<file path="src/rtl/seq_lock_ctrl_if.sv">
// ---------------------------------------------------------------------------
// seq_lock_ctrl_if
// Bundles the serial-code input stream and the lock status outputs of
// seq_lock_ctrl.
//   master : access-control side, drives seq_valid/seq/relock, reads status
//   slave  : lock controller, reads the stream, drives status
// Signals:
//   seq_valid  qualifies seq
//   seq        serial code bit, MSB of the code first
//   relock     return to LOCKED / abort the partial attempt
//   state      2'b01 LOCKED, 2'b00 UNLOCKED, 2'b10 LOCKOUT
//   det/error  1-cycle match / mismatch pulses
//   tries_left failed attempts remaining before lockout
//   bit_cnt    bits collected in the current attempt
// ---------------------------------------------------------------------------
interface seq_lock_ctrl_if #(
  parameter int CODE_LEN  = 4,
  parameter int MAX_TRIES = 3
);
  localparam int CNT_W = $clog2(CODE_LEN + 1);
  localparam int TRY_W = $clog2(MAX_TRIES + 1);

  logic             seq_valid;
  logic             seq;
  logic             relock;
  logic [1:0]       state;
  logic             det;
  logic             error;
  logic [TRY_W-1:0] tries_left;
  logic [CNT_W-1:0] bit_cnt;

  modport master (
    output seq_valid, seq, relock,
    input  state, det, error, tries_left, bit_cnt
  );

  modport slave (
    input  seq_valid, seq, relock,
    output state, det, error, tries_left, bit_cnt
  );
endinterface

</file>
<file path="src/rtl/seq_lock_ctrl.sv">
// ---------------------------------------------------------------------------
// seq_lock_ctrl
// Serial keypad-lock controller. Collects CODE_LEN-bit attempts from a
// qualified bit stream, compares each complete attempt with CODE, counts
// consecutive failures and enters a timed lockout after MAX_TRIES of them.
// Ports:
//   clock       system clock, rising edge
//   resetphase  asynchronous, active-high reset
//   bus         seq_lock_ctrl_if.slave (stream in, registered status out)
// ---------------------------------------------------------------------------
module seq_lock_ctrl #(
  parameter int                  CODE_LEN    = 4,
  parameter logic [CODE_LEN-1:0] CODE        = 4'b1011,
  parameter int                  MAX_TRIES   = 3,
  parameter int                  LOCKOUT_CYC = 16
) (
  input logic            clock,
  input logic            resetphase,
  seq_lock_ctrl_if.slave bus
);
  localparam int CNT_W = $clog2(CODE_LEN + 1);
  localparam int TRY_W = $clog2(MAX_TRIES + 1);
  localparam int TMR_W = $clog2(LOCKOUT_CYC + 1);

  localparam logic [CNT_W-1:0] LAST_BIT  = CNT_W'(CODE_LEN - 1);
  localparam logic [TRY_W-1:0] TRIES_MAX = TRY_W'(MAX_TRIES);
  localparam logic [TMR_W-1:0] TMR_LOAD  = TMR_W'(LOCKOUT_CYC - 1);

  typedef enum logic [1:0] {
    ST_UNLOCKED = 2'b00,
    ST_LOCKED   = 2'b01,
    ST_LOCKOUT  = 2'b10,
    ST_ILLEGAL  = 2'b11
  } state_t;

  state_t              state_q, state_d;
  // Only CODE_LEN-1 history bits are kept; the final bit of an attempt is
  // compared straight from the input on the edge that consumes it.
  logic [CODE_LEN-2:0] shreg_q, shreg_d;
  logic [CNT_W-1:0]    bit_cnt_q, bit_cnt_d;
  logic [TRY_W-1:0]    tries_q, tries_d;
  logic [TMR_W-1:0]    timer_q, timer_d;
  logic                det_q, det_d;
  logic                error_q, error_d;
  logic [CODE_LEN-1:0] attempt;

  assign attempt = {shreg_q, bus.seq};

  // NOTE: state registers use non-blocking assignments so every flop samples
  // pre-edge values; the shift register is reset too, since a partial
  // attempt must never survive a reset.
  always_ff @(posedge clock or posedge resetphase) begin
    if (resetphase) begin
      state_q   <= ST_LOCKED;
      shreg_q   <= '0;
      bit_cnt_q <= '0;
      tries_q   <= TRIES_MAX;
      timer_q   <= '0;
      det_q     <= 1'b0;
      error_q   <= 1'b0;
    end else begin
      state_q   <= state_d;
      shreg_q   <= shreg_d;
      bit_cnt_q <= bit_cnt_d;
      tries_q   <= tries_d;
      timer_q   <= timer_d;
      det_q     <= det_d;
      error_q   <= error_d;
    end
  end

  // NOTE: every signal driven here gets a default first, so no path through
  // the case statement can leave one unassigned and infer a latch.
  always_comb begin
    state_d   = state_q;
    shreg_d   = shreg_q;
    bit_cnt_d = bit_cnt_q;
    tries_d   = tries_q;
    timer_d   = timer_q;
    det_d     = 1'b0;
    error_d   = 1'b0;

    unique case (state_q)
      ST_LOCKED: begin
        if (bus.relock) begin
          // Abort: drop the partial attempt without charging a failure.
          bit_cnt_d = '0;
        end else if (bus.seq_valid) begin
          shreg_d = attempt[CODE_LEN-2:0];
          if (bit_cnt_q == LAST_BIT) begin
            bit_cnt_d = '0;
            if (attempt == CODE) begin
              det_d   = 1'b1;
              state_d = ST_UNLOCKED;
              tries_d = TRIES_MAX;
            end else begin
              error_d = 1'b1;
              // Saturating decrement; reaching zero starts the lockout.
              if (tries_q <= TRY_W'(1)) begin
                tries_d = '0;
                state_d = ST_LOCKOUT;
                timer_d = TMR_LOAD;
              end else begin
                tries_d = tries_q - TRY_W'(1);
              end
            end
          end else begin
            bit_cnt_d = bit_cnt_q + CNT_W'(1);
          end
        end
      end

      ST_UNLOCKED: begin
        bit_cnt_d = '0;
        if (bus.relock) state_d = ST_LOCKED;
      end

      ST_LOCKOUT: begin
        // Timer loaded with LOCKOUT_CYC-1 and left on the edge it reads 0,
        // giving exactly LOCKOUT_CYC cycles in this state.
        if (timer_q == '0) begin
          state_d = ST_LOCKED;
          tries_d = TRIES_MAX;
        end else begin
          timer_d = timer_q - TMR_W'(1);
        end
      end

      default: begin
        state_d   = ST_LOCKED;
        bit_cnt_d = '0;
        tries_d   = TRIES_MAX;
      end
    endcase
  end

  assign bus.state      = state_q;
  assign bus.det        = det_q;
  assign bus.error      = error_q;
  assign bus.tries_left = tries_q;
  assign bus.bit_cnt    = bit_cnt_q;

endmodule

</file>
<file path="src/flat_wrapper.sv">
// flat-port wrapper written by rule: the top's interface ports become plain ports
module seq_lock_ctrl_flat 
#(
  parameter int                  CODE_LEN    = 4,
  parameter logic [CODE_LEN-1:0] CODE        = 4'b1011,
  parameter int                  MAX_TRIES   = 3,
  parameter int                  LOCKOUT_CYC = 16
)
  (clock, resetphase, bus_seq_valid, bus_seq, bus_relock, bus_state, bus_det, bus_error, bus_tries_left, bus_bit_cnt);
  seq_lock_ctrl_if #(.CODE_LEN(CODE_LEN), .MAX_TRIES(MAX_TRIES)) bus_i ();
  input logic clock;
  input logic resetphase;
  input wire logic [$bits(bus_i.seq_valid)-1:0] bus_seq_valid;
  input wire logic [$bits(bus_i.seq)-1:0] bus_seq;
  input wire logic [$bits(bus_i.relock)-1:0] bus_relock;
  output wire logic [$bits(bus_i.state)-1:0] bus_state;
  output wire logic [$bits(bus_i.det)-1:0] bus_det;
  output wire logic [$bits(bus_i.error)-1:0] bus_error;
  output wire logic [$bits(bus_i.tries_left)-1:0] bus_tries_left;
  output wire logic [$bits(bus_i.bit_cnt)-1:0] bus_bit_cnt;
  assign bus_i.seq_valid = bus_seq_valid;
  assign bus_i.seq = bus_seq;
  assign bus_i.relock = bus_relock;
  assign bus_state = bus_i.state;
  assign bus_det = bus_i.det;
  assign bus_error = bus_i.error;
  assign bus_tries_left = bus_i.tries_left;
  assign bus_bit_cnt = bus_i.bit_cnt;
  seq_lock_ctrl #(.CODE_LEN(CODE_LEN), .CODE(CODE), .MAX_TRIES(MAX_TRIES), .LOCKOUT_CYC(LOCKOUT_CYC)) u_core (.clock(clock), .resetphase(resetphase), .bus(bus_i));
endmodule
</file>
<file path="config.mk">
export PLATFORM = sky130hd
export DESIGN_NAME = seq_lock_ctrl_flat
export DESIGN_NICKNAME = d
export VERILOG_FILES = /design/src/rtl/seq_lock_ctrl_if.sv /design/src/rtl/seq_lock_ctrl.sv /design/src/flat_wrapper.sv
export SDC_FILE = /design/constraint.sdc
export NUM_CORES = 1
export LEC_CHECK = 0
export CAP_MARGIN = 20
export CORE_MARGIN = 4
export CORE_UTILIZATION = 35
export DETAILED_ROUTE_END_ITERATION = 7
export PLACE_DENSITY = 0.62
export SLEW_MARGIN = 15
export SYNTH_ARGS = -nofsm -noshare
export SYNTH_HDL_FRONTEND = slang
export SYNTH_SLANG_ARGS = --single-unit
</file>
<file path="constraint.sdc">
create_clock -name clock -period 1.69 [get_ports clock]
set_clock_uncertainty 0.05 [all_clocks]
set_input_delay 0.4225 -clock clock [delete_from_list [all_inputs] [get_ports clock]]
set_output_delay 0.4225 -clock clock [all_outputs]
set_load 0.02 [all_outputs]
</file>
==> results of run 1 <==
==> worst max-delay path, stage by stage <==
cell             delay [ns]
clkdlybuf4s50_1        0.44
nand4bb_1              0.22
or4_4                  0.48
nand2b_4               0.12
a2bb2oi_2              0.13
==> cell type report <==
class	count	area (um^2)	area share
Multi-Input combinational cell	49	413	0.358
Clock buffer	3	22.5	0.0195
Inverter	7	26.3	0.0228
Tap cell	28	35.0	0.0304
Clock inverter	1	5.00	0.00434
Timing Repair Buffer	26	223	0.193
Sequential cell	17	429	0.372
==> registers in the layout, indices dropped and copies added (netlist names) <==
signal and count:
u_core.bus.state 2, u_core.bus.error 1, u_core.bus.tries_left 2, u_core.timer_q 5, u_core.bus.det 1, u_core.bus.bit_cnt 3
u_core.shreg_q 3
==> where the power goes <==
part           switching [mW]  internal [mW]  leakage, nW  total, mW
clock network           0.121         0.0879       0.0177      0.209
registers              0.0375          0.467        0.214      0.505
logic                   0.102          0.118        0.330      0.220
==> worst max path at each step <==
stage	slack [ns]	startpoint	end
floorplan	0.03	u_core.bus.bit_cnt[0]	u_core.timer_q[4]
global placement	-0.23	bus_relock	u_core.timer_q[3]
detailed placement	-0.27	bus_seq_valid	u_core.timer_q[2]
CTS	0.02	u_core.bus.tries_left[0]	bus_tries_left[0]
global route	0.001	u_core.timer_q[0]	u_core.bus.tries_left[0]
finish	0.04	bus_relock	u_core.timer_q[2]
==> cells in the mapped netlist, types with 2 or more instances <==
master,number,area [um^2]
xnor2_1,2,17.5
ha_1,2,25.0
nor2_1,5,18.8
nor2b_1,2,12.5
nand2_1,2,7.51
nor3_1,5,25.0
o21ai_0,2,10.0
dfstp_2,3,78.8
a2bb2oi_2,2,30.0
a22o_1,2,17.5
a21oi_1,4,20.0
mux2_2,5,56.3
nand2b_4,2,27.5
dfrtp_1,14,350
inv_1,7,26.3
==> what timing repair did <==
action	in CTS	in global routing
resized for setup	11	4
buffers inserted	0	1
endpoints found under the hold margin	0	0
pin swaps	0	1
setup endpoints to repair	9	5
==> routing by layer <==
metal  vias up  track usage  wire length (um)
li1        323            -                 -
met1       300        0.132               731
met2         8        0.182               806
met3         2       0.0475                72
met4         0       0.0199                12
met5         -            0                 0
==> per-stage QoR <==
step | utilization | setup TNS (ns) | hold WS, ns | area [um^2]
final | 0.507 | 0 | 0.388 | 1150
after detailed placement | 0.488 | -2.13 | 0.445 | 1110
after CTS | 0.496 | 0 | 0.389 | 1130
after global routing | 0.507 | 0 | 0.400 | 1150
after floorplan | - | 0 | 0.296 | 856
after global placement | 0.488 | -1.99 | 0.445 | 1110
==> kinds of logic (layout without fill, tap and decap cells) <==
| group | count (synthesis) | after routing | synth area share |
|---|---|---|---|
| multiplexers | 5 | 5 | 0.0658 |
| AND/OR/NAND/NOR | 24 | 24 | 0.193 |
| adder cells (fa/ha/maj) | 2 | 2 | 0.0292 |
| XOR/XNOR | 3 | 3 | 0.0307 |
| buffers and inverters | 7 | 37 | 0.0307 |
| flip-flops | 17 | 17 | 0.501 |
| AO/OA/AOI/OAI | 15 | 15 | 0.149 |
==> report_table.html, run 1 <==
<table>
<tr><th>Metric</th><th>Value</th></tr>
<tr><th colspan="2">Run status</th></tr>
<tr><td>Result of the run</td><td>finished, final reports clean</td></tr>
<tr><th colspan="2">Floorplanning</th></tr>
<tr><td>Placeable core region</td><td>between 2000 and 2500 um^2</td></tr>
<tr><td>Total I/O pin count</td><td>14</td></tr>
<tr><td>Die Y-Extent</td><td>approximately 57 um</td></tr>
<tr><td>Initial Util</td><td>0.376</td></tr>
<tr><td>Horizontal die dimension</td><td>57.5 um</td></tr>
<tr><td>Die area</td><td>3300 um^2</td></tr>
<tr><td>Placement Rows</td><td>17</td></tr>
<tr><th colspan="2">Setup path</th></tr>
<tr><td>Startpoint class of the critical path</td><td>input pin</td></tr>
<tr><td>Minimum setup slack among reg-to-reg paths</td><td>roughly 0.07 ns</td></tr>
<tr><td>Category of the most critical setup path</td><td>input pin to flop</td></tr>
<tr><td>Req. time, crit path</td><td>1.85 ns</td></tr>
<tr><td>Reg-to-reg startpoint</td><td>u_core.bus.state[0]</td></tr>
<tr><td>Critical path endpoint category</td><td>flop</td></tr>
<tr><td>Largest fanout on the critical path</td><td>4</td></tr>
<tr><td>RR Endpoint</td><td>u_core.timer_q[2]</td></tr>
<tr><td>Worst path arrival time</td><td>about 1.8 ns</td></tr>
<tr><td>Worst R2R Path Depth</td><td>4</td></tr>
<tr><th colspan="2">Placement</th></tr>
<tr><td>HPWL Detailed</td><td>approximately 1.3 mm</td></tr>
<tr><td>Port bufs</td><td>13</td></tr>
<tr><td>Setup slack after placement</td><td>-0.272 ns</td></tr>
<tr><td>Cell count after placement</td><td>approximately 130</td></tr>
<tr><td>Gpl congestion</td><td>~0.65</td></tr>
<tr><th colspan="2">Timing</th></tr>
<tr><td>Max_slew headroom</td><td>0.824</td></tr>
<tr><td>Part of the cycle the worst path needs</td><td>0.975</td></tr>
<tr><td>Number of setup violations in the final report</td><td>0</td></tr>
<tr><td>Number of hold-slack violations in the final timing report</td><td>0</td></tr>
<tr><td>Final worst slack</td><td>roughly 0.042 ns</td></tr>
<tr><td>Tightest Pin Transition</td><td>0.263 ns</td></tr>
<tr><td>Unrepaired setup endpoints after global routing</td><td>no</td></tr>
<tr><td>Number of pins with negative max-slew slack in the final report</td><td>0</td></tr>
<tr><td>FMAX</td><td>~600 MHz</td></tr>
<tr><td>Final critical-path required period</td><td>between 1.5 and 2 ns</td></tr>
<tr><th colspan="2">Power and ir drop</th></tr>
<tr><td>Maximum resistive drop on vdd</td><td>approximately 530 uV</td></tr>
<tr><td>PwrDens</td><td>between 800 and 900 nW/um^2</td></tr>
<tr><td>Tot Pwr</td><td>about 930 uW</td></tr>
<tr><td>Leak</td><td>roughly 0.56 nW</td></tr>
<tr><th colspan="2">GRT</th></tr>
<tr><td>Combined global-route utilization of all metal layers</td><td>0.110</td></tr>
<tr><td>Via count of the first global-routing pass</td><td>601</td></tr>
<tr><td>Wire length of the first global-routing pass</td><td>2.78 mm</td></tr>
<tr><td>Residual overflow from global routing</td><td>0</td></tr>
<tr><td>Antenna violations before repair</td><td>0</td></tr>
<tr><td>Largest net degree at the start of global routing</td><td>18</td></tr>
<tr><th colspan="2">Clock tree</th></tr>
<tr><td>CTS hold repair buffers</td><td>0</td></tr>
<tr><td>Number of buffers created by CTS</td><td>3</td></tr>
<tr><td>Root buffer cell</td><td>clkbuf_4</td></tr>
<tr><td>Clock tree from TritonCTS</td><td>built</td></tr>
<tr><td>Maximum level of the CTS H-tree</td><td>1</td></tr>
<tr><td># clock sinks</td><td>17</td></tr>
<tr><td>Clock latency on the worst-skew pair</td><td>~0.29 ns</td></tr>
<tr><td>Post-CTS clock slew at the launch and capture registers of the worst setup and hold paths</td><td>0.10 ns</td></tr>
<tr><td>Clock buffer depth</td><td>2</td></tr>
<tr><th colspan="2">Synthesis</th></tr>
<tr><td>Count of state elements after synthesis</td><td>17</td></tr>
<tr><td>Number of enable flip-flop cells after synthesis</td><td>0</td></tr>
<tr><td>Prevailing post-synth register cell</td><td>dfrtp_1</td></tr>
<tr><td>Post-Synthesis Cell Area</td><td>roughly 860 um^2</td></tr>
<tr><td>Distinct cell type count of the synthesized netlist</td><td>29</td></tr>
<tr><td>Sequential cell area fraction in the yosys report</td><td>0.501</td></tr>
<tr><td>Post-synthesis net count</td><td>80</td></tr>
<tr><td>Number of instances in the synthesized netlist</td><td>73</td></tr>
<tr><td>Syn. warnings</td><td>0</td></tr>
<tr><td>Post-synth ARST share</td><td>1.00</td></tr>
<tr><td>Post-synthesis average cell area</td><td>approximately 12 um^2</td></tr>
<tr><th colspan="2">Finish</th></tr>
<tr><td>Number of nets in the final layout</td><td>111</td></tr>
<tr><td>Final Non-Filler Cells</td><td>between 100 and 150</td></tr>
<tr><td>Area added between synthesis and finish</td><td>34.8%</td></tr>
<tr><td>Fraction of final layout cells sized beyond drive strength 1</td><td>0.340</td></tr>
<tr><td>Fillers</td><td>220</td></tr>
<tr><td>Most common cell after layout, fill and taps aside</td><td>dfrtp_1</td></tr>
<tr><td>Diode count</td><td>0</td></tr>
<tr><td>Highest-count cells in the layout ignoring fill and taps</td><td>14 x dfrtp_1, 13 x buf_4, 7 x inv_1, 7 x dlygate4sd2_1</td></tr>
<tr><th colspan="2">Detailed routing</th></tr>
<tr><td>Detailed-route via count</td><td>633</td></tr>
<tr><td>Total Wirelength</td><td>1.62 mm</td></tr>
<tr><td>Final routed DRC violation total</td><td>0</td></tr>
<tr><td>Routed length per instance</td><td>12.4 um</td></tr>
<tr><td>Length of the first detailed-routing pass in iterations</td><td>3</td></tr>
<tr><td>Post-detailed-route count of antenna-violating nets</td><td>0</td></tr>
<tr><td>Via/cell ratio</td><td>~4.8</td></tr>
<tr><td>Drt first-iter violations</td><td>4</td></tr>
<tr><th colspan="2">Flow run</th></tr>
<tr><td>Max-Cap Viols</td><td>0</td></tr>
<tr><th colspan="2">Worst hold path</th></tr>
<tr><td>Path category of the worst min-delay check</td><td>input pin to async pin</td></tr>
</table>
Note: power is estimated with default switching activity, not from simulation.
==> inputs of run 2 (changes only) <==
--- a/config.mk
+++ b/config.mk
@@ -9,8 +9,10 @@
 export CORE_MARGIN = 4
 export CORE_UTILIZATION = 35
 export DETAILED_ROUTE_END_ITERATION = 7
+export GPL_TIMING_DRIVEN = 0
+export HOLD_SLACK_MARGIN = 0.12
 export PLACE_DENSITY = 0.62
-export SLEW_MARGIN = 15
+export SLEW_MARGIN = 20
 export SYNTH_ARGS = -nofsm -noshare
 export SYNTH_HDL_FRONTEND = slang
 export SYNTH_SLANG_ARGS = --single-unit
==> report_table.html, run 2 (synthesis results as in run 1) <==
<table>
<tr><th>Metric</th><th>Value</th></tr>
<tr><th colspan="2">Clock tree</th></tr>
<tr><td>Clock tree from TritonCTS</td><td>built (unchanged)</td></tr>
<tr><td>Root buffer cell</td><td>clkbuf_4 (unchanged)</td></tr>
<tr><td>Clock latency on the worst-skew pair</td><td>0.29 ns (about the same)</td></tr>
<tr><td>Post-CTS clock slew at the launch and capture registers of the worst setup and hold paths</td><td>0.10 ns (about the same)</td></tr>
<tr><td>CTS hold repair buffers</td><td>0 (unchanged)</td></tr>
<tr><td>Clock buffer depth</td><td>2 (unchanged)</td></tr>
<tr><td>Number of buffers created by CTS</td><td>3 (unchanged)</td></tr>
<tr><td>Maximum level of the CTS H-tree</td><td>1 (unchanged)</td></tr>
<tr><td># clock sinks</td><td>17 (unchanged)</td></tr>
<tr><th colspan="2">Power and ir drop</th></tr>
<tr><td>Clock network fraction of design power</td><td>0.233 (was 0.224)</td></tr>
<tr><td>Comb power frac</td><td>0.211 (was 0.236)</td></tr>
<tr><td>PwrDens</td><td>846 nW/um^2 (was 810 nW/um^2)</td></tr>
<tr><td>Net switching power</td><td>256 uW (was 261 uW)</td></tr>
<tr><td>Sequential power share</td><td>0.556 (was 0.540)</td></tr>
<tr><td>Internal power contribution</td><td>660 uW (was 673 uW)</td></tr>
<tr><td>Leak</td><td>0.502 nW (was 0.561 nW)</td></tr>
<tr><td>Switching share of total power</td><td>0.279 (was 0.280)</td></tr>
<tr><td>Tot Pwr</td><td>916 uW (was 934 uW)</td></tr>
<tr><td>Maximum resistive drop on vdd</td><td>529 uV (was 534 uV)</td></tr>
<tr><th colspan="2">Flow run</th></tr>
<tr><td>Max-Cap Viols</td><td>0 (unchanged)</td></tr>
<tr><th colspan="2">Finish</th></tr>
<tr><td>Max reg flops</td><td>5 (unchanged)</td></tr>
<tr><td>Diode count</td><td>0 (unchanged)</td></tr>
<tr><td>Final Non-Filler Cells</td><td>121 (was 131)</td></tr>
<tr><td>Highest-count cells in the layout ignoring fill and taps</td><td>14 x dfrtp_1, 8 x dlygate4sd2_1, 7 x inv_1 (was 14 x dfrtp_1, 13 x buf_4, 7 x inv_1, 7 x dlygate4sd2_1)</td></tr>
<tr><td>Number of nets in the final layout</td><td>101 (was 111)</td></tr>
<tr><td>Fraction of final layout cells sized beyond drive strength 1</td><td>0.290 (was 0.340)</td></tr>
<tr><td>Area added between synthesis and finish</td><td>26.5% (was 34.8%)</td></tr>
<tr><td>Final core utilization</td><td>0.476 (was 0.507)</td></tr>
<tr><td>Largest register by flop count</td><td>u_core.timer_q (unchanged)</td></tr>
<tr><td>Design Area, Final</td><td>1080 um^2 (was 1150 um^2)</td></tr>
<tr><td>Most common cell after layout, fill and taps aside</td><td>dfrtp_1 (unchanged)</td></tr>
<tr><th colspan="2">Detailed routing</th></tr>
<tr><td>Length of the first detailed-routing pass in iterations</td><td>2 (was 3)</td></tr>
<tr><td>Final routed DRC violation total</td><td>0 (unchanged)</td></tr>
<tr><td>Via/cell ratio</td><td>5.06 (was 4.83)</td></tr>
<tr><td>Detailed-route via count</td><td>612 (was 633)</td></tr>
<tr><td>Max Used Layer</td><td>met4 (unchanged)</td></tr>
<tr><td>Post-detailed-route count of antenna-violating nets</td><td>0 (unchanged)</td></tr>
<tr><td>WL met3</td><td>74 um (was 72 um)</td></tr>
<tr><td>Drt first-iter violations</td><td>12 (was 4)</td></tr>
<tr><td>Wire length on met1</td><td>670 um (was 731 um)</td></tr>
<tr><td>Total Wirelength</td><td>1.58 mm (was 1.62 mm)</td></tr>
<tr><td>Met2 wire length</td><td>812 um (was 806 um)</td></tr>
<tr><td>Routed length per instance</td><td>13.1 um (was 12.4 um)</td></tr>
<tr><th colspan="2">Timing</th></tr>
<tr><td>Part of the cycle the worst path needs</td><td>0.977 (was 0.975)</td></tr>
<tr><td>Total negative slack</td><td>0 ns (unchanged)</td></tr>
<tr><td>Unrepaired setup endpoints after global routing</td><td>no (unchanged)</td></tr>
<tr><td>Final-layout worst hold slack</td><td>0.442 ns (was 0.388 ns)</td></tr>
<tr><td>Tightest Pin Transition</td><td>0.611 ns (was 0.263 ns)</td></tr>
<tr><td>Number of pins with negative max-slew slack in the final report</td><td>0 (unchanged)</td></tr>
<tr><td>Final critical-path required period</td><td>1.65 ns (about the same)</td></tr>
<tr><td>Max_slew headroom</td><td>0.592 (was 0.824)</td></tr>
<tr><td>Final worst slack</td><td>0.0390 ns (was 0.0417 ns)</td></tr>
<tr><td>Number of hold-slack violations in the final timing report</td><td>0 (unchanged)</td></tr>
<tr><td>Number of setup violations in the final report</td><td>0 (unchanged)</td></tr>
<tr><td>FMAX</td><td>606 MHz (was 607 MHz)</td></tr>
<tr><th colspan="2">Floorplanning</th></tr>
<tr><td>Die Y-Extent</td><td>57.5 um (unchanged)</td></tr>
<tr><td>Placeable core region</td><td>2280 um^2 (unchanged)</td></tr>
<tr><td>Die area</td><td>3300 um^2 (unchanged)</td></tr>
<tr><td>Placement Rows</td><td>17 (unchanged)</td></tr>
<tr><td>Initial Util</td><td>0.376 (unchanged)</td></tr>
<tr><td>Horizontal die dimension</td><td>57.5 um (unchanged)</td></tr>
<tr><td>Total I/O pin count</td><td>14 (unchanged)</td></tr>
<tr><th colspan="2">Setup path</th></tr>
<tr><td>Chain of cells forming the critical path</td><td>clkdlybuf4s50_1 -&gt; and4b_4 -&gt; or4_4 -&gt; nand2b_4 -&gt; a2bb2oi_2 (was clkdlybuf4s50_1 -&gt; nand4bb_1 -&gt; or4_4 -&gt; nand2b_4 -&gt; a2bb2oi_2)</td></tr>
<tr><td>Worst setup path endpoint</td><td>u_core.timer_q[2] (unchanged)</td></tr>
<tr><td>Setup crit start</td><td>bus_seq (was bus_relock)</td></tr>
<tr><td>Cell with the biggest individual delay on the critical path</td><td>or4_4 (unchanged)</td></tr>
<tr><td>Crit path largest cell delay</td><td>0.52 ns (was 0.48 ns)</td></tr>
<tr><td>Req. time, crit path</td><td>1.87 ns (was 1.85 ns)</td></tr>
<tr><td>RR Endpoint</td><td>u_core.timer_q[2] (unchanged)</td></tr>
<tr><td>Number of stages on the worst setup path</td><td>5 (unchanged)</td></tr>
<tr><td>Reg-to-reg startpoint</td><td>u_core.bus.bit_cnt[0] (was u_core.bus.state[0])</td></tr>
<tr><td>Largest delay contributor family on the critical path</td><td>simple AND/OR/NAND/NOR gates (unchanged)</td></tr>
<tr><td>Worst path arrival time</td><td>1.83 ns (was 1.81 ns)</td></tr>
<tr><td>Category of the most critical setup path</td><td>input pin to flop (unchanged)</td></tr>
<tr><td>Largest fanout on the critical path</td><td>4 (unchanged)</td></tr>
<tr><td>Number of buffer and inverter instances along the worst setup path</td><td>1 (unchanged)</td></tr>
<tr><td>Worst R2R Path Depth</td><td>5 (was 4)</td></tr>
<tr><td>Startpoint class of the critical path</td><td>input pin (unchanged)</td></tr>
<tr><td>Minimum setup slack among reg-to-reg paths</td><td>0.08 ns (was 0.07 ns)</td></tr>
<tr><td>Critical path endpoint category</td><td>flop (unchanged)</td></tr>
<tr><th colspan="2">GRT</th></tr>
<tr><td>Antenna violations before repair</td><td>0 (unchanged)</td></tr>
<tr><td>Via count of the first global-routing pass</td><td>585 (was 601)</td></tr>
<tr><td>Wire length of the first global-routing pass</td><td>2.62 mm (was 2.78 mm)</td></tr>
<tr><td>Largest net degree at the start of global routing</td><td>18 (unchanged)</td></tr>
<tr><td>Residual overflow from global routing</td><td>0 (unchanged)</td></tr>
<tr><td>Combined global-route utilization of all metal layers</td><td>0.105 (was 0.110)</td></tr>
<tr><th colspan="2">Placement</th></tr>
<tr><td>Gpl congestion</td><td>0.775 (was 0.652)</td></tr>
<tr><td>HPWL Detailed</td><td>1.17 mm (was 1.30 mm)</td></tr>
<tr><td>Setup slack after placement</td><td>-0.388 ns (was -0.272 ns)</td></tr>
<tr><td>Cell count after placement</td><td>114 (was 126)</td></tr>
<tr><td>Placement-stage cell area</td><td>1020 um^2 (was 1110 um^2)</td></tr>
<tr><td>Port bufs</td><td>13 (unchanged)</td></tr>
<tr><th colspan="2">Worst hold path</th></tr>
<tr><td>Path category of the worst min-delay check</td><td>input pin to async pin (unchanged)</td></tr>
<tr><th colspan="2">Run status</th></tr>
<tr><td>Result of the run</td><td>finished, final reports clean (unchanged)</td></tr>
</table>
-- run 2: how the worst min path moves through the flow --
stage | slack [ns] | depth (start not counted) | to | startpoint
6_report | 0.44 | 2 | u_core.timer_q[3] | resetphase
5_1_grt | 0.50 | 2 | u_core.timer_q[3] | resetphase
4_1_cts | 0.47 | 1 | u_core.shreg_q[2] | u_core.shreg_q[2]
3_5_place_dp | 0.45 | 1 | u_core.timer_q[4] | u_core.timer_q[4]
3_3_place_gp | 0.44 | 1 | u_core.timer_q[4] | u_core.timer_q[4]
2_1_floorplan | 0.30 | 1 | u_core.bus.bit_cnt[0] | resetphase
-- run 2: area by class of cell --
| cell class | instances | area (um^2) |
|---|---|---|
| inverters | 7 | 26.3 |
| repair buffers | 16 | 138 |
| well taps | 28 | 35.0 |
| flip-flops and latches | 17 | 429 |
| multi-input cells | 49 | 428 |
| clock buffers | 4 | 26.3 |
| fillers | 213 | 1190 |
-- run 2: per-layer routing --
layer / vias to the layer above / GRT usage
met1: 303 / 0.110
met5: - / 0
met4: 0 / 0.0497
met3: 4 / 0.0452
li1: 298 / -
met2: 7 / 0.177
-- run 2: worst register-to-register path, stage by stage, from the launching register on --
cell,delay [ns]
dfrtp_1,0.40
ha_2,0.24
nand4bb_4,0.13
or4_4,0.47
nand2b_4,0.12
a2bb2oi_2,0.13
-- run 2: what timing repair did --
action                                  in CTS  in global routing
gates resized for setup                     14                  6
buffers inserted                             0                  3
endpoints found under the setup margin      13                 10
gates cloned                                 0                  0
-- run 2: power groups by stage --
stage / clock network [mW] / logic, mW / registers (mW)
2_1_floorplan: 0 / 0.0974 / 0.539
3_3_place_gp: 0 / 0.196 / 0.516
3_5_place_dp: 0 / 0.200 / 0.520
4_1_cts: 0.225 / 0.185 / 0.511
5_1_grt: 0.242 / 0.214 / 0.517
6_report: 0.213 / 0.193 / 0.509
==> inputs of run 3 (changes only) <==
--- a/config.mk
+++ b/config.mk
@@ -5,7 +5,9 @@
 export SDC_FILE = /design/constraint.sdc
 export NUM_CORES = 1
 export LEC_CHECK = 0
+export ABC_AREA = 1
 export CAP_MARGIN = 20
+export CORE_ASPECT_RATIO = 2
 export CORE_MARGIN = 4
 export CORE_UTILIZATION = 35
 export DETAILED_ROUTE_END_ITERATION = 7
==> report_table.html, run 3 <==
<table>
<tr><th>Metric</th><th>Value</th></tr>
<tr><th colspan="2">Power and ir drop</th></tr>
<tr><td>Clock network fraction of design power</td><td>0.169 (was 0.233)</td></tr>
<tr><td>Comb power frac</td><td>0.456 (was 0.211)</td></tr>
<tr><td>Sequential power share</td><td>0.375 (was 0.556)</td></tr>
<tr><td>Net switching power</td><td>759 uW (was 256 uW)</td></tr>
<tr><td>Switching share of total power</td><td>0.423 (was 0.279)</td></tr>
<tr><td>Internal power contribution</td><td>1.04 mW (was 660 uW)</td></tr>
<tr><td>Maximum resistive drop on vdd</td><td>689 uV (was 529 uV)</td></tr>
<tr><td>Leak</td><td>0.587 nW (was 0.502 nW)</td></tr>
<tr><td>PwrDens</td><td>1580 nW/um^2 (was 846 nW/um^2)</td></tr>
<tr><th colspan="2">Clock tree</th></tr>
<tr><td>Maximum level of the CTS H-tree</td><td>1 (unchanged)</td></tr>
<tr><td>Post-CTS clock slew at the launch and capture registers of the worst setup and hold paths</td><td>0.06 ns (was 0.10 ns)</td></tr>
<tr><td># clock sinks</td><td>17 (unchanged)</td></tr>
<tr><td>Root buffer cell</td><td>clkbuf_8 (was clkbuf_4)</td></tr>
<tr><td>Number of buffers added for setup after CTS</td><td>0 (unchanged)</td></tr>
<tr><td>Clock tree from TritonCTS</td><td>built (unchanged)</td></tr>
<tr><td>Clock latency on the worst-skew pair</td><td>0.25 ns (was 0.29 ns)</td></tr>
<tr><td>Clock buffer depth</td><td>2 (unchanged)</td></tr>
<tr><td>Number of buffers created by CTS</td><td>3 (unchanged)</td></tr>
<tr><th colspan="2">Detailed routing</th></tr>
<tr><td>Routed length per instance</td><td>12.1 um (was 13.1 um)</td></tr>
<tr><td>Final routed DRC violation total</td><td>0 (unchanged)</td></tr>
<tr><td>Total Wirelength</td><td>1.87 mm (was 1.58 mm)</td></tr>
<tr><td>Drt first-iter violations</td><td>16 (was 12)</td></tr>
<tr><td>Post-detailed-route count of antenna-violating nets</td><td>0 (unchanged)</td></tr>
<tr><td>Length of the first detailed-routing pass in iterations</td><td>4 (was 2)</td></tr>
<tr><td>Via/cell ratio</td><td>4.89 (was 5.06)</td></tr>
<tr><td>Detailed-route via count</td><td>753 (was 612)</td></tr>
<tr><th colspan="2">Setup path</th></tr>
<tr><td>Largest fanout on the critical path</td><td>1 (was 4)</td></tr>
<tr><td>Category of the most critical setup path</td><td>flop to primary output (was input pin to flop)</td></tr>
<tr><td>Critical path endpoint category</td><td>primary output (was flop)</td></tr>
<tr><td>Chain of cells forming the critical path</td><td>clkdlybuf4s50_1 (was clkdlybuf4s50_1 -&gt; and4b_4 -&gt; or4_4 -&gt; nand2b_4 -&gt; a2bb2oi_2)</td></tr>
<tr><td>Crit path largest cell delay</td><td>0.60 ns (was 0.52 ns)</td></tr>
<tr><td>Startpoint class of the critical path</td><td>flop (was input pin)</td></tr>
<tr><td>Cell with the biggest individual delay on the critical path</td><td>clkdlybuf4s50_1 (was or4_4)</td></tr>
<tr><td>Number of buffer and inverter instances along the worst setup path</td><td>1 (unchanged)</td></tr>
<tr><td>Number of stages on the worst setup path</td><td>1 (was 5)</td></tr>
<tr><td>Worst R2R Path Depth</td><td>5 (unchanged)</td></tr>
<tr><td>Worst path arrival time</td><td>1.18 ns (was 1.83 ns)</td></tr>
<tr><td>Req. time, crit path</td><td>1.22 ns (was 1.87 ns)</td></tr>
<tr><td>Largest delay contributor family on the critical path</td><td>buffers and inverters (was simple AND/OR/NAND/NOR gates)</td></tr>
<tr><th colspan="2">Synthesis</th></tr>
<tr><td>Post-synth ARST share</td><td>1.00 (unchanged)</td></tr>
<tr><td>Ranking of synthesized cells by area</td><td>dfrtp_1 38%, nand2_1 12%, dfstp_2 8.5% (was dfrtp_1 41%, dfstp_2 9.2%, mux2_2 6.6%)</td></tr>
<tr><td>Prevailing post-synth register cell</td><td>dfrtp_1 (unchanged)</td></tr>
<tr><td>Number of enable flip-flop cells after synthesis</td><td>0 (unchanged)</td></tr>
<tr><td>Most common cell in the synthesized netlist</td><td>nand2_1 (was dfrtp_1)</td></tr>
<tr><td>Post-synthesis net count</td><td>116 (was 80)</td></tr>
<tr><td>List of most frequent post-synthesis cells</td><td>29 x nand2_1, 14 x dfrtp_1, 13 x inv_1, 8 x nand3_1 (was 14 x dfrtp_1, 7 x inv_1, 5 x mux2_2, 5 x nor2_1, 5 x nor3_1)</td></tr>
<tr><td>Syn. warnings</td><td>0 (unchanged)</td></tr>
<tr><td>Top cell type by total area after synthesis</td><td>dfrtp_1 (unchanged)</td></tr>
<tr><td>Number of instances in the synthesized netlist</td><td>109 (was 73)</td></tr>
<tr><td>Distinct cell type count of the synthesized netlist</td><td>26 (was 29)</td></tr>
<tr><td>Sequential cell area fraction in the yosys report</td><td>0.460 (was 0.501)</td></tr>
<tr><td>Count of state elements after synthesis</td><td>17 (unchanged)</td></tr>
<tr><td>Post-Synthesis Cell Area</td><td>932 um^2 (was 856 um^2)</td></tr>
<tr><td>Post-synthesis average cell area</td><td>8.55 um^2 (was 11.7 um^2)</td></tr>
<tr><td>Fraction of post-synthesis cell area in the top cell type by area</td><td>0.376 (was 0.409)</td></tr>
<tr><th colspan="2">Placement</th></tr>
<tr><td>Cell count after placement</td><td>150 (was 114)</td></tr>
<tr><td>Gpl congestion</td><td>0.784 (was 0.775)</td></tr>
<tr><td>HPWL Detailed</td><td>1.51 mm (was 1.17 mm)</td></tr>
<tr><td>Port bufs</td><td>13 (unchanged)</td></tr>
<tr><th colspan="2">Floorplanning</th></tr>
<tr><td>Horizontal die dimension</td><td>44.5 um (was 57.5 um)</td></tr>
<tr><td>Total I/O pin count</td><td>14 (unchanged)</td></tr>
<tr><td>Die Y-Extent</td><td>81.0 um (was 57.5 um)</td></tr>
<tr><td>Placeable core region</td><td>2570 um^2 (was 2280 um^2)</td></tr>
<tr><td>Initial Util</td><td>0.363 (was 0.376)</td></tr>
<tr><td>Die area</td><td>3600 um^2 (was 3300 um^2)</td></tr>
<tr><td>Placement Rows</td><td>26 (was 17)</td></tr>
<tr><th colspan="2">Finish</th></tr>
<tr><td>Number of nets in the final layout</td><td>134 (was 101)</td></tr>
<tr><td>Register cell area after layout</td><td>429 um^2 (unchanged)</td></tr>
<tr><td>Highest-count cells in the layout ignoring fill and taps</td><td>29 x nand2_1, 14 x dfrtp_1, 13 x inv_1 (was 14 x dfrtp_1, 8 x dlygate4sd2_1, 7 x inv_1)</td></tr>
<tr><td>Final core utilization</td><td>0.442 (was 0.476)</td></tr>
<tr><td>Most common cell after layout, fill and taps aside</td><td>nand2_1 (was dfrtp_1)</td></tr>
<tr><td>Area of combinational cells with multiple inputs</td><td>438 um^2 (was 428 um^2)</td></tr>
<tr><td>Diode count</td><td>0 (unchanged)</td></tr>
<tr><td>Max reg flops</td><td>5 (unchanged)</td></tr>
<tr><td>Fraction of final layout cells sized beyond drive strength 1</td><td>0.190 (was 0.290)</td></tr>
<tr><td>Area added between synthesis and finish</td><td>21.9% (was 26.5%)</td></tr>
<tr><td>Final Non-Filler Cells</td><td>154 (was 121)</td></tr>
<tr><td>Fillers</td><td>249 (was 213)</td></tr>
<tr><td>Largest register by flop count</td><td>u_core.timer_q (unchanged)</td></tr>
<tr><th colspan="2">GRT</th></tr>
<tr><td>Via count of the first global-routing pass</td><td>768 (was 585)</td></tr>
<tr><td>Largest net degree at the start of global routing</td><td>18 (unchanged)</td></tr>
<tr><td>Wire length of the first global-routing pass</td><td>3.18 mm (was 2.62 mm)</td></tr>
<tr><td>Antenna violations before repair</td><td>0 (unchanged)</td></tr>
<tr><td>Combined global-route utilization of all metal layers</td><td>0.119 (was 0.105)</td></tr>
<tr><td>Residual overflow from global routing</td><td>0 (unchanged)</td></tr>
<tr><th colspan="2">Timing</th></tr>
<tr><td>Unrepaired setup endpoints after global routing</td><td>no (unchanged)</td></tr>
<tr><td>Part of the cycle the worst path needs</td><td>0.977 (about the same)</td></tr>
<tr><td>FMAX</td><td>606 MHz (about the same)</td></tr>
<tr><td>Final-layout worst hold slack</td><td>0.436 ns (was 0.442 ns)</td></tr>
<tr><td>Final critical-path required period</td><td>1.65 ns (about the same)</td></tr>
<tr><td>Number of pins with negative max-slew slack in the final report</td><td>0 (unchanged)</td></tr>
<tr><td>Number of hold-slack violations in the final timing report</td><td>0 (unchanged)</td></tr>
<tr><td>Tightest Pin Transition</td><td>0.652 ns (was 0.611 ns)</td></tr>
<tr><td>Number of setup violations in the final report</td><td>0 (unchanged)</td></tr>
<tr><td>Max_slew headroom</td><td>0.565 (was 0.592)</td></tr>
<tr><th colspan="2">Flow run</th></tr>
<tr><td>Max-Cap Viols</td><td>0 (unchanged)</td></tr>
<tr><th colspan="2">Worst hold path</th></tr>
<tr><td>Cell depth of the worst min-delay path</td><td>2</td></tr>
<tr><td>Path category of the worst min-delay check</td><td>flop to flop (was input pin to async pin)</td></tr>
<tr><th colspan="2">Run status</th></tr>
<tr><td>Result of the run</td><td>finished, final reports clean (unchanged)</td></tr>
</table>
run 3: area by class of cell:
class	instances	share of cell area
clock buffer	3	0.0363
clock inverter	1	0.00441
inverter	17	0.0573
multi-input combinational	75	0.385
sequential	17	0.378
tap	28	0.0308
timing repair buffer	13	0.108
run 3: power groups by stage:
| stage | registers, mW | logic (mW) | clock network (mW) |
|---|---|---|---|
| floorplan | 0.733 | 0.561 | 0 |
| global placement | 0.679 | 0.854 | 0 |
| detailed placement | 0.684 | 0.866 | 0 |
| CTS | 0.675 | 0.830 | 0.311 |
| global route | 0.695 | 0.923 | 0.333 |
| finish | 0.674 | 0.819 | 0.304 |
run 3: repair_timing:
item | CTS | global route
gates resized for setup | 7 | 1
setup endpoints to repair | 7 | 1
hold buffers | 0 | 0
run 3: logic make-up (layout without fill, tap and decap cells):
kind of cell	Yosys count	after routing	share of synthesized area
AO/OA/AOI/OAI	14	14	0.0926
AND/OR/NAND/NOR	57	57	0.325
adder cells (fa/ha/maj)	2	2	0.0268
multiplexers	1	1	0.0161
flip-flops	17	17	0.460
buffers and inverters	17	34	0.0698
XOR/XNOR	1	1	0.00940
run 3: final timing paths:
check / to / slack, ns / startpoint
setup / recovery: bus_error / 0.04 / u_core.bus.error
hold / removal: u_core.bus.tries_left[0] / 0.44 / u_core.bus.tries_left[0]
setup reg to reg: u_core.bus.bit_cnt[1] / 0.29 / u_core.bus.state[0]
hold reg to reg: u_core.bus.tries_left[0] / 0.44 / u_core.bus.tries_left[0]
max in group asynchronous: u_core.shreg_q[2] / 0.67 / resetphase
min in group asynchronous: u_core.timer_q[2] / 0.51 / resetphase
run 3: metrics by stage:
stage | setup slack, ns | TNS, ns | total power [mW] | area [um^2]
2_1_floorplan | 0.305 | 0 | 1.29 | 932
3_3_place_gp | -0.0674 | -0.294 | 1.53 | 1100
3_5_place_dp | -0.0786 | -0.466 | 1.55 | 1100
4_1_cts | 0.0233 | 0 | 1.82 | 1130
5_1_grt | 0.00690 | 0 | 1.95 | 1140
6_report | 0.0388 | 0 | 1.80 | 1140
run 3: layer usage:
layer | global-route usage | wire, um
met1 | 0.106 | 661
met2 | 0.228 | 1110
met3 | 0.0222 | 44
met4 | 0.0755 | 51
met5 | 0 | 0
